[config.mk]
export PLATFORM = sky130hd
export DESIGN_NAME = cues_sync_receiver_flat
export DESIGN_NICKNAME = d
export VERILOG_FILES = /design/src/rtl/cues_sync_receiver_pkg.sv /design/src/rtl/cues_sync_receiver_if.sv /design/src/rtl/cues_sync_receiver_fifo.sv /design/src/rtl/cues_sync_receiver.sv /design/src/flat_wrapper.sv
export SDC_FILE = /design/constraint.sdc
export NUM_CORES = 1
export LEC_CHECK = 0
export ABC_AREA = 1
export BUFFER_PORTS_ARGS = -buffer_cell sky130_fd_sc_hd__buf_2
export CORE_MARGIN = 4
export CORE_UTILIZATION = 40
export DETAILED_ROUTE_END_ITERATION = 16
export PLACE_DENSITY = 0.63
export SYNTH_ARGS = -nofsm -noshare
export SYNTH_HDL_FRONTEND = slang
export SYNTH_SLANG_ARGS = --single-unit
[constraint.sdc]
create_clock -name clk -period 1.6 [get_ports clk]
set_input_delay 0.08 -clock clk [delete_from_list [all_inputs] [get_ports clk]]
set_output_delay 0.08 -clock clk [all_outputs]
set_load 0.005 [all_outputs]
[src/rtl/cues_sync_receiver_pkg.sv]
// cues_rx_pkg: shared types and sizing helpers for the CUES synchronous receiver
package cues_rx_pkg;
   typedef enum logic [1:0] {WAIT_LOW, IDLE, ACKED} rx_state_t;
   localparam int TOKEN_W = 16;
   function automatic int ptr_w(input int depth);
      return $clog2(depth) + 1;
   endfunction
endpackage

[src/rtl/cues_sync_receiver_if.sv]
// cues_sync_receiver_if: upstream 4-phase bundled-data handshake plus downstream valid/ready port
interface cues_sync_receiver_if #(
   parameter int DATA_W = 8
);
   logic              sendin;
   logic [DATA_W-1:0] datain;
   logic              ackout;
   logic [DATA_W-1:0] dout;
   logic              dout_valid;
   logic              dout_ready;
   modport master (output sendin, datain, dout_ready, input ackout, dout, dout_valid);
   modport slave  (input sendin, datain, dout_ready, output ackout, dout, dout_valid);
endinterface

[src/rtl/cues_sync_receiver_fifo.sv]
// cues_rx_fifo: synchronous first-word-fall-through FIFO with extra-MSB pointers
module cues_rx_fifo
   import cues_rx_pkg::*;
#(
   parameter int DATA_W = 8,
   parameter int DEPTH  = 4
) (
   input  logic              clk,
   input  logic              reset,
   input  logic              push,
   input  logic              pop,
   input  logic [DATA_W-1:0] din,
   output logic [DATA_W-1:0] dout,
   output logic              full,
   output logic              empty
);
   localparam int PW = ptr_w(DEPTH);
   localparam int AW = PW - 1;
   logic [DATA_W-1:0] mem [DEPTH];
   logic [PW-1:0] wp, rp;
   assign empty = wp == rp;
   assign full  = wp[AW] != rp[AW] && wp[AW-1:0] == rp[AW-1:0];
   assign dout  = empty ? '0 : mem[rp[AW-1:0]];
   always_ff @(posedge clk)
      if (push && !full) mem[wp[AW-1:0]] <= din;
   always_ff @(posedge clk) begin
      if (reset) begin
         wp <= '0;
         rp <= '0;
      end else begin
         if (push && !full) wp <= wp + PW'(1);
         if (pop && !empty) rp <= rp + PW'(1);
      end
   end
   assert property (@(posedge clk) disable iff (reset) !(push && full));
endmodule

[src/rtl/cues_sync_receiver.sv]
// cues_sync_receiver: clocked endpoint for a self-timed CUES pipeline; syncs SENDIN,
// acknowledges each 4-phase token once and buffers its data in a FWFT FIFO.
module cues_sync_receiver
   import cues_rx_pkg::*;
#(
   parameter int DATA_W      = 8,
   parameter int DEPTH       = 4,
   parameter int SYNC_STAGES = 2
) (
   input  logic                clk,
   input  logic                reset,
   cues_sync_receiver_if.slave bus,
   output logic [TOKEN_W-1:0]  token_cnt
);
   logic [SYNC_STAGES-1:0] sync, primed;
   logic send_s, full, empty, push, ackout;
   rx_state_t state;
   assign send_s         = sync[SYNC_STAGES-1];
   assign push           = state == IDLE && send_s && !full;
   assign bus.ackout     = ackout;
   assign bus.dout_valid = !empty;
   // primed marks when send_s reflects a post-reset sample, so a SENDIN held
   // high across reset cannot masquerade as a low phase
   always_ff @(posedge clk) begin
      sync   <= reset ? '0 : {sync[SYNC_STAGES-2:0], bus.sendin};
      primed <= reset ? '0 : {primed[SYNC_STAGES-2:0], 1'b1};
   end
   always_ff @(posedge clk) begin
      if (reset) begin
         state     <= WAIT_LOW;
         ackout    <= 1'b0;
         token_cnt <= '0;
      end else begin
         if (push) token_cnt <= token_cnt + TOKEN_W'(1);
         case (state)
            WAIT_LOW: if (primed[SYNC_STAGES-1] && !send_s) state <= IDLE;
            IDLE: if (push) begin
               state  <= ACKED;
               ackout <= 1'b1;
            end
            ACKED: if (!send_s) begin
               state  <= IDLE;
               ackout <= 1'b0;
            end
            default: state <= WAIT_LOW;
         endcase
      end
   end
   cues_rx_fifo #(.DATA_W(DATA_W), .DEPTH(DEPTH)) fifo (
      .clk   (clk),
      .reset (reset),
      .push  (push),
      .pop   (bus.dout_ready && !empty),
      .din   (bus.datain),
      .dout  (bus.dout),
      .full  (full),
      .empty (empty)
   );
endmodule
[src/flat_wrapper.sv]
// flat-port wrapper written by rule: the top's interface ports become plain ports
module cues_sync_receiver_flat import cues_rx_pkg::*;
#(
   parameter int DATA_W      = 8,
   parameter int DEPTH       = 4,
   parameter int SYNC_STAGES = 2
)
  (clk, reset, token_cnt, bus_sendin, bus_datain, bus_dout_ready, bus_ackout, bus_dout, bus_dout_valid);
  cues_sync_receiver_if #(.DATA_W(DATA_W)) bus_i ();
  input  logic clk;
  input  logic reset;
  output logic [TOKEN_W-1:0] token_cnt;
  input wire logic [$bits(bus_i.sendin)-1:0] bus_sendin;
  input wire logic [$bits(bus_i.datain)-1:0] bus_datain;
  input wire logic [$bits(bus_i.dout_ready)-1:0] bus_dout_ready;
  output wire logic [$bits(bus_i.ackout)-1:0] bus_ackout;
  output wire logic [$bits(bus_i.dout)-1:0] bus_dout;
  output wire logic [$bits(bus_i.dout_valid)-1:0] bus_dout_valid;
  assign bus_i.sendin = bus_sendin;
  assign bus_i.datain = bus_datain;
  assign bus_i.dout_ready = bus_dout_ready;
  assign bus_ackout = bus_i.ackout;
  assign bus_dout = bus_i.dout;
  assign bus_dout_valid = bus_i.dout_valid;
  cues_sync_receiver #(.DATA_W(DATA_W), .DEPTH(DEPTH), .SYNC_STAGES(SYNC_STAGES)) u_core (.clk(clk), .reset(reset), .bus(bus_i), .token_cnt(token_cnt));
endmodule
==> results of run 1 <==
==> worst max-delay path, delay by kind of cell (launching register included) <==
family / cells / cell delay, ps
buf+inv: 4 / 380
simple gates: 2 / 120
compound gates: 1 / 250
flops: 1 / 340
==> worst max path at each step <==
stage                        start               endpoint  slack, ps  depth (start not counted)
5_1_grt                  flip-flop            bus_dout[0]        -60                          5
3_5_place_dp   u_core.token_cnt[1]   u_core.token_cnt[10]        110                          8
3_3_place_gp   u_core.token_cnt[1]   u_core.token_cnt[10]        170                          8
6_report                 flip-flop            bus_dout[0]        100                          7
2_1_floorplan    u_core.fifo.wp[0]  u_core.fifo.mem[0][0]       -110                          8
4_1_cts          u_core.fifo.wp[0]            bus_dout[4]          9                          8
==> cells in the final DEF, fill, tap and decap left out, types with 2 or more instances in the layout <==
master          n
a21oi_1        10
a21oi_2        10
buf_2          37
buf_4           8
buf_6           2
clkbuf_8        9
clkinv_2        3
dfxtp_1        26
dfxtp_2         5
dlygate4sd3_1   9
edfxtp_1       32
ha_1            6
inv_1          41
inv_2           4
nand2_1        64
nand2_2        13
nand3_1        10
nand3_2         2
nand4_1         6
nor2_1         53
nor3_2          3
o21ai_0        14
o32ai_1         5
o32ai_2         3
xnor2_2         2
xor2_1          6
==> registers in the layout (all words and copies together) (netlist names), named ones only <==
| name | count |
|---|---|
| u_core.fifo.wp | 3 |
| u_core.state | 2 |
| u_core.fifo.rp | 3 |
| u_core.token_cnt | 16 |
| u_core.fifo.mem | 32 |
| u_core.primed | 2 |
| u_core.sync | 2 |
| u_core.bus.ackout | 1 |
==> report_power, final <==
part	switching [mW]	internal (mW)	leakage, nW
sequential	0.0382	1.72	0.542
combinational	0.214	0.193	0.884
clock	0.602	0.713	0.0960
total	0.854	2.63	1.52
==> layout make-up <==
cell class | count | area share
Inverter | 46 | 0.0476
Timing Repair Buffer | 58 | 0.110
Clock inverter | 6 | 0.0169
Tap cell | 99 | 0.0342
Sequential cell | 63 | 0.438
Clock buffer | 10 | 0.0352
Multi-Input combinational cell | 212 | 0.318
==> layer usage <==
layer  share of wire  routed length [um]  track usage
met5               0                   0            0
met4           0.021                 129       0.0746
met3           0.043                 268       0.0369
met2            0.47                2950        0.236
met1            0.47                2940        0.191
==> cells by family (layout without fill, tap and decap cells) <==
kind of cell	Yosys count	after routing	synth area share
flip-flops	63	63	0.536
AND/OR/NAND/NOR	152	152	0.223
AO/OA/AOI/OAI	45	45	0.101
adder cells (fa/ha/maj)	6	6	0.0254
buffers and inverters	56	120	0.0852
XOR/XNOR	9	9	0.0293
==> what timing repair did <==
action | 4_1_cts | 5_1_grt
endpoints found under the hold margin | 33 | 0
hold buffers | 9 | 0
endpoints found under the setup margin | 2 | 10
buffers inserted | 0 | 0
pin swaps | 0 | 1
resized for setup | 1 | 15
gates cloned | 0 | 1
==> results by group, run 1 <==
Status
  – Run status: complete, no violations

Floorplan
  – Cell Rows: 31
  – Die area: between 8000 and 9000 um^2
  – DIE WIDTH: 93.9 um
  – I/O pin cnt: 38
  – Initial core utilization: 0.409
  – Total core area: approximately 7000 um^2
  – Die Y: around 94 um

Logic synthesis
  – Ranking of synthesized cells by instance count: 65 x nand2_1, 54 x nor2_1, 42 x inv_1
  – Avg Cell Area, Syn: about 8.9 um^2
  – Ys async rst share: 0
  – Main flop type after synthesis: edfxtp_1
  – Seq/Total Area, Yosys: 0.536
  – Yosys reg bits: 63
  – Distinct cell type count of the synthesized netlist: 29
  – Syn nets: between 300 and 400
  – Synth top area share: 0.326
  – Post-synth EDFFs: 32
  – Most common cell in the netlist: nand2_1
  – Yosys warns: 0
  – Mapped Cells: between 300 and 400
  – Post-Syn Area: 2950 um^2
  – Largest area contributor in the netlist: edfxtp_1
  – Largest cells by area after synthesis: edfxtp_1 33%, dfxtp_1 21%, nand2_1 8.3%

Job
  – MaxCap Viol Count: 0

Final layout
  – Finished Cell Area: 3620 um^2
  – Filler cell count: 689
  – Fin util: 0.502
  – Finished Layout Cells: about 500
  – Area grow syn2layout: 22.8%
  – Antenna cells: 0
  – Fraction of layout cells with a size suffix above 1: 0.271
  – Fin nets: roughly 410
  – Multi-input gate area: around 1200 um^2
  – Sequential Area: around 1600 um^2

Clocking
  – TritonCTS buffer count: 9
  – CTS max path bufs: 2
  – Clk pin slew, worst setup/hold paths: 60 ps
  – Worst-skew pair later-pin latency: between 300 and 400 ps
  – Deepest level of the CTS H-tree: 3
  – CTS tree: yes
  – CTS root buf: clkbuf_8
  – Clock sink total: 63

Timing
  – Final Critical Period: between 1500 and 2000 ps
  – Hold Violations, Final: 0
  – Worst setup margin: 96.1 ps
  – Final setup viols: 0
  – Max-slew violation count: 0
  – Setup TNS Final: 0 ps
  – Rel. slew slack: 0.806
  – Final period utilization: 0.940
  – RSZ-0062 raised after global routing: true
  – Clk_skew: between 7 and 8 ps
  – Worst-margin pin slew: between 200 and 300 ps
  – Max Fclk: approximately 0.66 GHz
  – Hold_ws: roughly 62 ps

Power and ir drop
  – Pwr Density: 961 nW/um^2
  – Final Power: approximately 3.5 mW
  – Worst VDD drop: between 0.5 and 0.6 mV
  – Leak: about 1.5 nW

Setup path
  – CP startpoint kind: flip-flop
  – Worst EP arrival: 1420 ps
  – Crit Path Class: reg -> out
  – Reg2Reg Launch Point: u_core.token_cnt[1]
  – FF-to-FF path depth: 7
  – CP endpoint kind: output port
  – Reg2reg end: u_core.token_cnt[8]
  – Slowest-stage cell, CP: dfxtp_2
  – R2R setup slack: around 120 ps
  – Slowest stage delay, CP: 340 ps
  – CP max FO: 8
  – Data required, critical path: around 1500 ps
  – Critical path cell sequence: inv_2 -> buf_8 -> nor2_1 -> o32ai_2 -> nand2_1 -> inv_1 -> buf_2

Detailed routing
  – Wire per inst: approximately 13 um
  – WL final: between 6 and 7 mm
  – Vias per cell: between 4 and 5
  – Via count: roughly 2.3k
  – Iter 0 DRT Violations: 88
  – 1st-pass router iterations: 4
  – DRT antenna net count: 0
  – # DRC: 0

Place
  – GP Congestion: 0.821
  – Cell total after placement: roughly 470
  – Pre-CTS WS: 110 ps
  – Post-DP Area: approximately 3300 um^2
  – IO Port Bufs: 37
  – DP HPWL: around 4.3 mm

GRT
  – Number of global-route vias before repair: between 2k and 2.5k
  – Total gr overflow: 0
  – Largest net degree at the start of global routing: 20
  – Antenna violations before repair: 0
  – First-pass GRT wire length: 10.2 mm
  – Global Route Usage Sum: 0.150

Min path
  – Worst Hold Depth: 3
  – Hold Startpoint: bus_dout_ready
  – Hold endpoint: u_core.fifo.rp[0]
  – HP Class: in -> reg
Note: power is estimated with default switching activity, not from simulation.
==> run 2: changes to the inputs <==
--- a/config.mk
+++ b/config.mk
@@ -10,7 +10,9 @@
 export CORE_MARGIN = 4
 export CORE_UTILIZATION = 40
 export DETAILED_ROUTE_END_ITERATION = 16
+export GPL_ROUTABILITY_DRIVEN = 0
 export PLACE_DENSITY = 0.63
+export REMOVE_ABC_BUFFERS = 1
 export SYNTH_ARGS = -nofsm -noshare
 export SYNTH_HDL_FRONTEND = slang
 export SYNTH_SLANG_ARGS = --single-unit
==> run 2 against run 1 <==
Clock skew is 2.7 ps lower. Sequential share of layout area decreased by 0.91 points. Setup slack worse by 7.5 ps. First-iteration DRC count down 27%. Non-clock buffer count increased by 4. Sequential power barely moved. Total power rose by 2.5%. Design area rose by 2.7%. Global-route usage fell by 0.35 points. Maximum frequency is 0.50% lower. Die area stayed put. Critical path type unchanged. Largest power group unchanged. Highest routed layer unchanged.
==> results by group, run 2 (synthesis gave the netlist of run 1 again) <==
Final layout
  – Finished Cell Area: 3720 um^2 (+2.7%)
  – Fraction of layout cells with a size suffix above 1: 0.296 (+0.0249)
  – Commonest non-fill, non-tap cell in the layout: nand2_1
  – Area grow syn2layout: 26.1%
  – Most frequent cells in the layout: 64 x nand2_1, 51 x nor2_1, 41 x inv_1
  – Finished Layout Cells: 498 (+0.81%)
  – Fin nets: 412 (+0.98%)
  – Antenna cells: 0 (unchanged)
  – Max reg flops: 32 (unchanged)

Detailed routing
  – Wire per inst: 12.5 um (-1.5%)
  – Via count: 2312 (-0.34%)
  – DRT antenna net count: 0 (unchanged)
  – Iter 0 DRT Violations: 64 (-27%)
  – Vias per cell: 4.64 (-1.1%)
  – # DRC: 0 (unchanged)
  – WL final: 6.24 mm (-0.65%)
  – Highest metal used: met4
  – 1st-pass router iterations: 4 (unchanged)
  – M1 wire length: 2.83 mm (-3.8%)
  – Met3 wire len: 256 um (-4.5%)
  – Routed wl met2: 3.09 mm (+5.1%)

Power and ir drop
  – Leak: 1.55 nW (+1.8%)
  – Pwr Density: 960 nW/um^2 (-0.17%)
  – Combinational group share of total power: 0.126 (+0.009)
  – Sequential share of power: 0.496 (-0.010)
  – Internal: 2.66 mW (+1.2%)
  – Net Sw Power: 0.909 mW (+6.5%)
  – Final Power: 3.57 mW (+2.5%)
  – Clock network fraction of total power: 0.379 (+0.002)
  – Sw Share: 0.255 (+0.00952)
  – Worst VDD drop: 0.335 mV (-35%)

Place
  – DP HPWL: 3.99 mm (-8.2%)
  – Post-DP Area: 3260 um^2 (unchanged)
  – Cell total after placement: 468 (unchanged)
  – Pre-CTS WS: 55.6 ps (-53.9 ps)
  – IO Port Bufs: 37 (unchanged)

Timing
  – Final Critical Period: 1510 ps (+7.52 ps)
  – Final setup viols: 0 (unchanged)
  – Max Fclk: 0.662 GHz (-0.50%)
  – Max-slew violation count: 0 (unchanged)
  – Worst-margin pin slew: 335 ps (+47.3 ps)
  – Worst setup margin: 88.5 ps (-7.52 ps)
  – Final period utilization: 0.945 (+0.00470)
  – Hold Violations, Final: 0 (unchanged)
  – Clk_skew: 4.76 ps (-2.65 ps)
  – Rel. slew slack: 0.775 (-0.0309)

Setup path
  – Data required, critical path: 1520 ps (about the same)
  – Worst EP arrival: 1430 ps (about the same)
  – CP endpoint kind: output port
  – CP max FO: 4 (-4)
  – Crit Path Class: reg -> out
  – CP startpoint kind: flip-flop
  – FF-to-FF path depth: 7 (unchanged)

Clocking
  – Clock sink total: 63 (unchanged)
  – Deepest level of the CTS H-tree: 3 (unchanged)
  – TritonCTS buffer count: 9 (unchanged)
  – Clk pin slew, worst setup/hold paths: 70 ps (about the same)
  – CTS tree: yes
  – CTS max path bufs: 2 (unchanged)
  – CTS root buf: clkbuf_8
  – Worst-skew pair later-pin latency: 330 ps (about the same)

Min path
  – Worst Hold Depth: 3 (unchanged)
  – HP Class: in -> reg

Floorplan
  – Total core area: 7210 um^2 (unchanged)
  – DIE WIDTH: 93.9 um (unchanged)
  – I/O pin cnt: 38 (unchanged)
  – Die area: 8820 um^2 (unchanged)
  – Die Y: 93.9 um (unchanged)
  – Cell Rows: 31 (unchanged)
  – Initial core utilization: 0.409 (unchanged)

GRT
  – Total gr overflow: 0 (unchanged)
  – Number of global-route vias before repair: 2241 (+0.54%)
  – Antenna violations before repair: 0 (unchanged)
  – Global Route Usage Sum: 0.146 (-0.00347)
  – Largest net degree at the start of global routing: 20 (unchanged)
  – First-pass GRT wire length: 10.0 mm (-1.5%)

Job
  – MaxCap Viol Count: 0 (unchanged)

Status
  – Run status: complete, no violations
-- run 2: changes by cell type in the layout (fill, tap and decap cells not counted), sizes merged --
cell	previous run	this run
clkbuf	11	9
clkinv	5	4
clkinvlp	1	3
buf	48	53
-- run 2: what timing repair did --
action	CTS	global route
endpoints found under the setup margin	8	46
pin swaps	0	3
buffers inserted	0	3
hold buffers	9	0
endpoints found under the hold margin	33	0
gates cloned	0	2
gates resized for setup	4	30
-- run 2: worst paths after layout --
kind / from / to / slack [ps]
hold / removal: bus_dout_ready / u_core.fifo.rp[0] / 70
setup reg to reg: u_core.token_cnt[1] / u_core.token_cnt[8] / 160
hold reg to reg: u_core.sync[0] / u_core.sync[1] / 410
setup / recovery: u_core.fifo.rp[2] / bus_dout[0] / 90
-- run 2: layout make-up --
class	count	area (um^2)
multi-input combinational	212	1210
timing repair buffer	62	420
inverter	46	179
tap	99	124
clock inverter	7	72.6
clock buffer	9	124
fill	699	3490
sequential	63	1600
-- run 2: routing by layer --
metal / vias to the layer above / GRT usage
met5: - / 0
met4: 0 / 0.0529
met3: 7 / 0.0417
met2: 47 / 0.257
met1: 1059 / 0.169
li1: 1199 / -
-- run 2: stage by stage --
| stage | hold WS, ps | TNS [ps] | util |
|---|---|---|---|
| after floorplan | 142 | -5600 | - |
| after global placement | 288 | 0 | 0.452 |
| after detailed placement | 291 | 0 | 0.452 |
| after CTS | 67.9 | 0 | 0.494 |
| after global routing | 72.4 | -54.2 | 0.516 |
| final | 70.9 | 0 | 0.516 |
-- run 2: power by group through the flow --
stage / combinational [mW] / clock [mW] / sequential, mW
2_1_floorplan: 0.186 / 0 / 1.79
3_3_place_gp: 0.336 / 0 / 1.79
3_5_place_dp: 0.340 / 0 / 1.79
4_1_cts: 0.367 / 1.40 / 1.76
5_1_grt: 0.506 / 1.47 / 1.77
6_report: 0.449 / 1.35 / 1.77
-- run 2: critical path: stages (launching register included) --
cell     delay, ps
dfxtp_2        330
buf_6          130
xnor2_4        150
nand3_4        110
buf_2          170
nand2_1         70
inv_1           30
buf_2          110
==> run 3: changes to the inputs <==
--- a/config.mk
+++ b/config.mk
@@ -9,9 +9,11 @@
 export BUFFER_PORTS_ARGS = -buffer_cell sky130_fd_sc_hd__buf_2
 export CORE_MARGIN = 4
 export CORE_UTILIZATION = 40
+export CTS_BUF_LIST = sky130_fd_sc_hd__clkbuf_8
 export DETAILED_ROUTE_END_ITERATION = 16
 export GPL_ROUTABILITY_DRIVEN = 0
 export PLACE_DENSITY = 0.63
+export RECOVER_POWER = 50
 export REMOVE_ABC_BUFFERS = 1
 export SYNTH_ARGS = -nofsm -noshare
 export SYNTH_HDL_FRONTEND = slang
==> run 3 against run 2 <==
Sequential share of layout area rose by 0.35 points. Critical path type unchanged. Non-clock buffer count did not move. Via count barely moved. Maximum frequency barely moved. Design area fell by 0.81%. Clock-buffer cell count did not move. Clock skew rose by 0.67 ps. Combinational power fell by 1%. Total power fell by 0.11%. Core utilization fell by 0.42 points.
==> results by group, run 3 (synthesis gave the netlist of run 1 again) <==
Power and ir drop
  – Final Power: 3.57 mW (-0.11%)
  – Pwr Density: 966 nW/um^2 (+0.71%)
  – Worst VDD drop: 0.336 mV (about the same)
  – Leak: 1.47 nW (-4.8%)

Clocking
  – CTS tree: yes
  – CTS root buf: clkbuf_8
  – Clk pin slew, worst setup/hold paths: 70 ps (about the same)
  – Deepest level of the CTS H-tree: 3 (unchanged)
  – CTS max path bufs: 2 (unchanged)
  – TritonCTS buffer count: 9 (unchanged)
  – Worst-skew pair later-pin latency: 330 ps (about the same)
  – Clock sink total: 63 (unchanged)

Setup path
  – CP endpoint kind: output port
  – Worst EP arrival: 1430 ps (about the same)
  – Most frequent CP cell: buf_2
  – FF-to-FF path depth: 9 (+2)
  – CP startpoint kind: flip-flop
  – Crit path to: bus_dout[0]
  – Crit Path Class: reg -> out
  – Reg2reg end: u_core.token_cnt[10]
  – Critical path cell sequence: buf_6 -> xnor2_4 -> nand3_4 -> buf_2 -> nand2_1 -> inv_1 -> buf_2
  – Slowest stage delay, CP: 330 ps (about the same)
  – CP max FO: 4 (unchanged)
  – Data required, critical path: 1520 ps (about the same)
  – Crit path from: u_core.fifo.rp[2]
  – R2R setup slack: 160 ps (about the same)
  – Slowest-stage cell, CP: dfxtp_2
  – Reg2Reg Launch Point: u_core.token_cnt[1]

Floorplan
  – Cell Rows: 31 (unchanged)
  – Die area: 8820 um^2 (unchanged)
  – Die Y: 93.9 um (unchanged)
  – I/O pin cnt: 38 (unchanged)
  – Total core area: 7210 um^2 (unchanged)
  – DIE WIDTH: 93.9 um (unchanged)
  – Initial core utilization: 0.409 (unchanged)

Status
  – Run status: complete, no violations

Timing
  – Max-slew violation count: 0 (unchanged)
  – Worst setup margin: 87.8 ps (-0.768 ps)
  – Final Critical Period: 1510 ps (+0.768 ps)
  – Worst-margin pin slew: 335 ps (-0.253 ps)
  – Hold Violations, Final: 0 (unchanged)
  – Rel. slew slack: 0.775 (about the same)
  – Max Fclk: 0.661 GHz (about the same)
  – Clk_skew: 5.43 ps (+0.666 ps)
  – Final period utilization: 0.945 (about the same)
  – Final setup viols: 0 (unchanged)

Final layout
  – Finished Cell Area: 3690 um^2 (-0.81%)
  – Sequential Area: 1600 um^2 (unchanged)
  – Fraction of layout cells with a size suffix above 1: 0.243 (-0.0526)
  – Multi-input gate area: 1200 um^2 (-0.21%)
  – Fin nets: 412 (unchanged)
  – Antenna cells: 0 (unchanged)
  – Max reg flops: 32 (unchanged)
  – Commonest non-fill, non-tap cell in the layout: nand2_1
  – Most frequent cells in the layout: 65 x nand2_1, 51 x nor2_1, 41 x inv_1
  – Fin util: 0.512 (-0.00416)
  – Filler cell count: 698 (-0.14%)
  – Area grow syn2layout: 25.1%

Detailed routing
  – WL final: 6.23 mm (-0.21%)
  – Via count: 2310 (-0.087%)
  – Vias per cell: 4.64 (about the same)
  – # DRC: 0 (unchanged)
  – DRT antenna net count: 0 (unchanged)
  – Iter 0 DRT Violations: 68 (+6.3%)
  – Wire per inst: 12.5 um (-0.21%)
  – 1st-pass router iterations: 5 (+1)

GRT
  – Antenna violations before repair: 0 (unchanged)
  – Total gr overflow: 0 (unchanged)
  – Largest net degree at the start of global routing: 20 (unchanged)
  – Number of global-route vias before repair: 2241 (unchanged)
  – First-pass GRT wire length: 10.0 mm (unchanged)
  – Global Route Usage Sum: 0.146 (unchanged)

Min path
  – HP Class: in -> reg

Job
  – MaxCap Viol Count: 0 (unchanged)

Place
  – IO Port Bufs: 37 (unchanged)
  – Post-DP Area: 3260 um^2 (unchanged)
  – DP HPWL: 3.99 mm (unchanged)
  – Pre-CTS WS: 55.6 ps (unchanged)
[run 3: final cells by class]
class                      count  area share
tap                           99      0.0335
timing repair buffer          62       0.106
clock inverter                 7      0.0197
inverter                      46      0.0485
sequential                    63       0.432
multi-input combinational    212       0.326
clock buffer                   9      0.0335
[run 3: timing repair]
item,in CTS,in global routing
endpoints found under the setup margin,8,46
pin swaps,0,3
buffers inserted,0,3
hold buffers,9,0
endpoints found under the hold margin,33,0
resized for setup,4,30
gates cloned,0,2
[run 3: worst min-delay path by stage]
stage,startpoint,end,slack (ps),cells past startpoint
floorplan,reset,u_core.token_cnt[11],140,1
global placement,bus_sendin,u_core.sync[0],290,3
detailed placement,bus_sendin,u_core.sync[0],290,3
CTS,bus_dout_ready,u_core.fifo.rp[0],70,3
global route,reset,u_core.primed[0],120,2
finish,reset,u_core.primed[0],100,2
[run 3: routing by layer]
metal  wire (um)  part of all wire  up-vias  track usage
li1            -                 -     1199            -
met1        2840              0.46     1058        0.169
met2        3050              0.49       44        0.257
met3         246             0.039        9       0.0417
met4          89             0.014        0       0.0529
met5           0                 0        -            0
[run 3: power breakdown]
group	total, mW	switching, mW	internal [mW]
registers	1.77	0.0457	1.73
clock network	1.35	0.633	0.721
logic	0.443	0.231	0.212
total	3.57	0.910	2.66
[run 3: worst max-delay path, delay by kind of cell, from the launching register on]
family | cells | cell delay (ps)
XOR/XNOR | 1 | 150
buffers and inverters | 4 | 440
AND/OR/NAND/NOR | 2 | 180
flip-flops | 1 | 330
[run 3: per-stage QoR]
step	setup TNS (ps)	hold slack, ps	cells
3_5_place_dp	0	291	468
3_3_place_gp	0	288	468
2_1_floorplan	-5600	142	321
6_report	0	104	498
4_1_cts	0	67.9	493
5_1_grt	-54.2	124	498
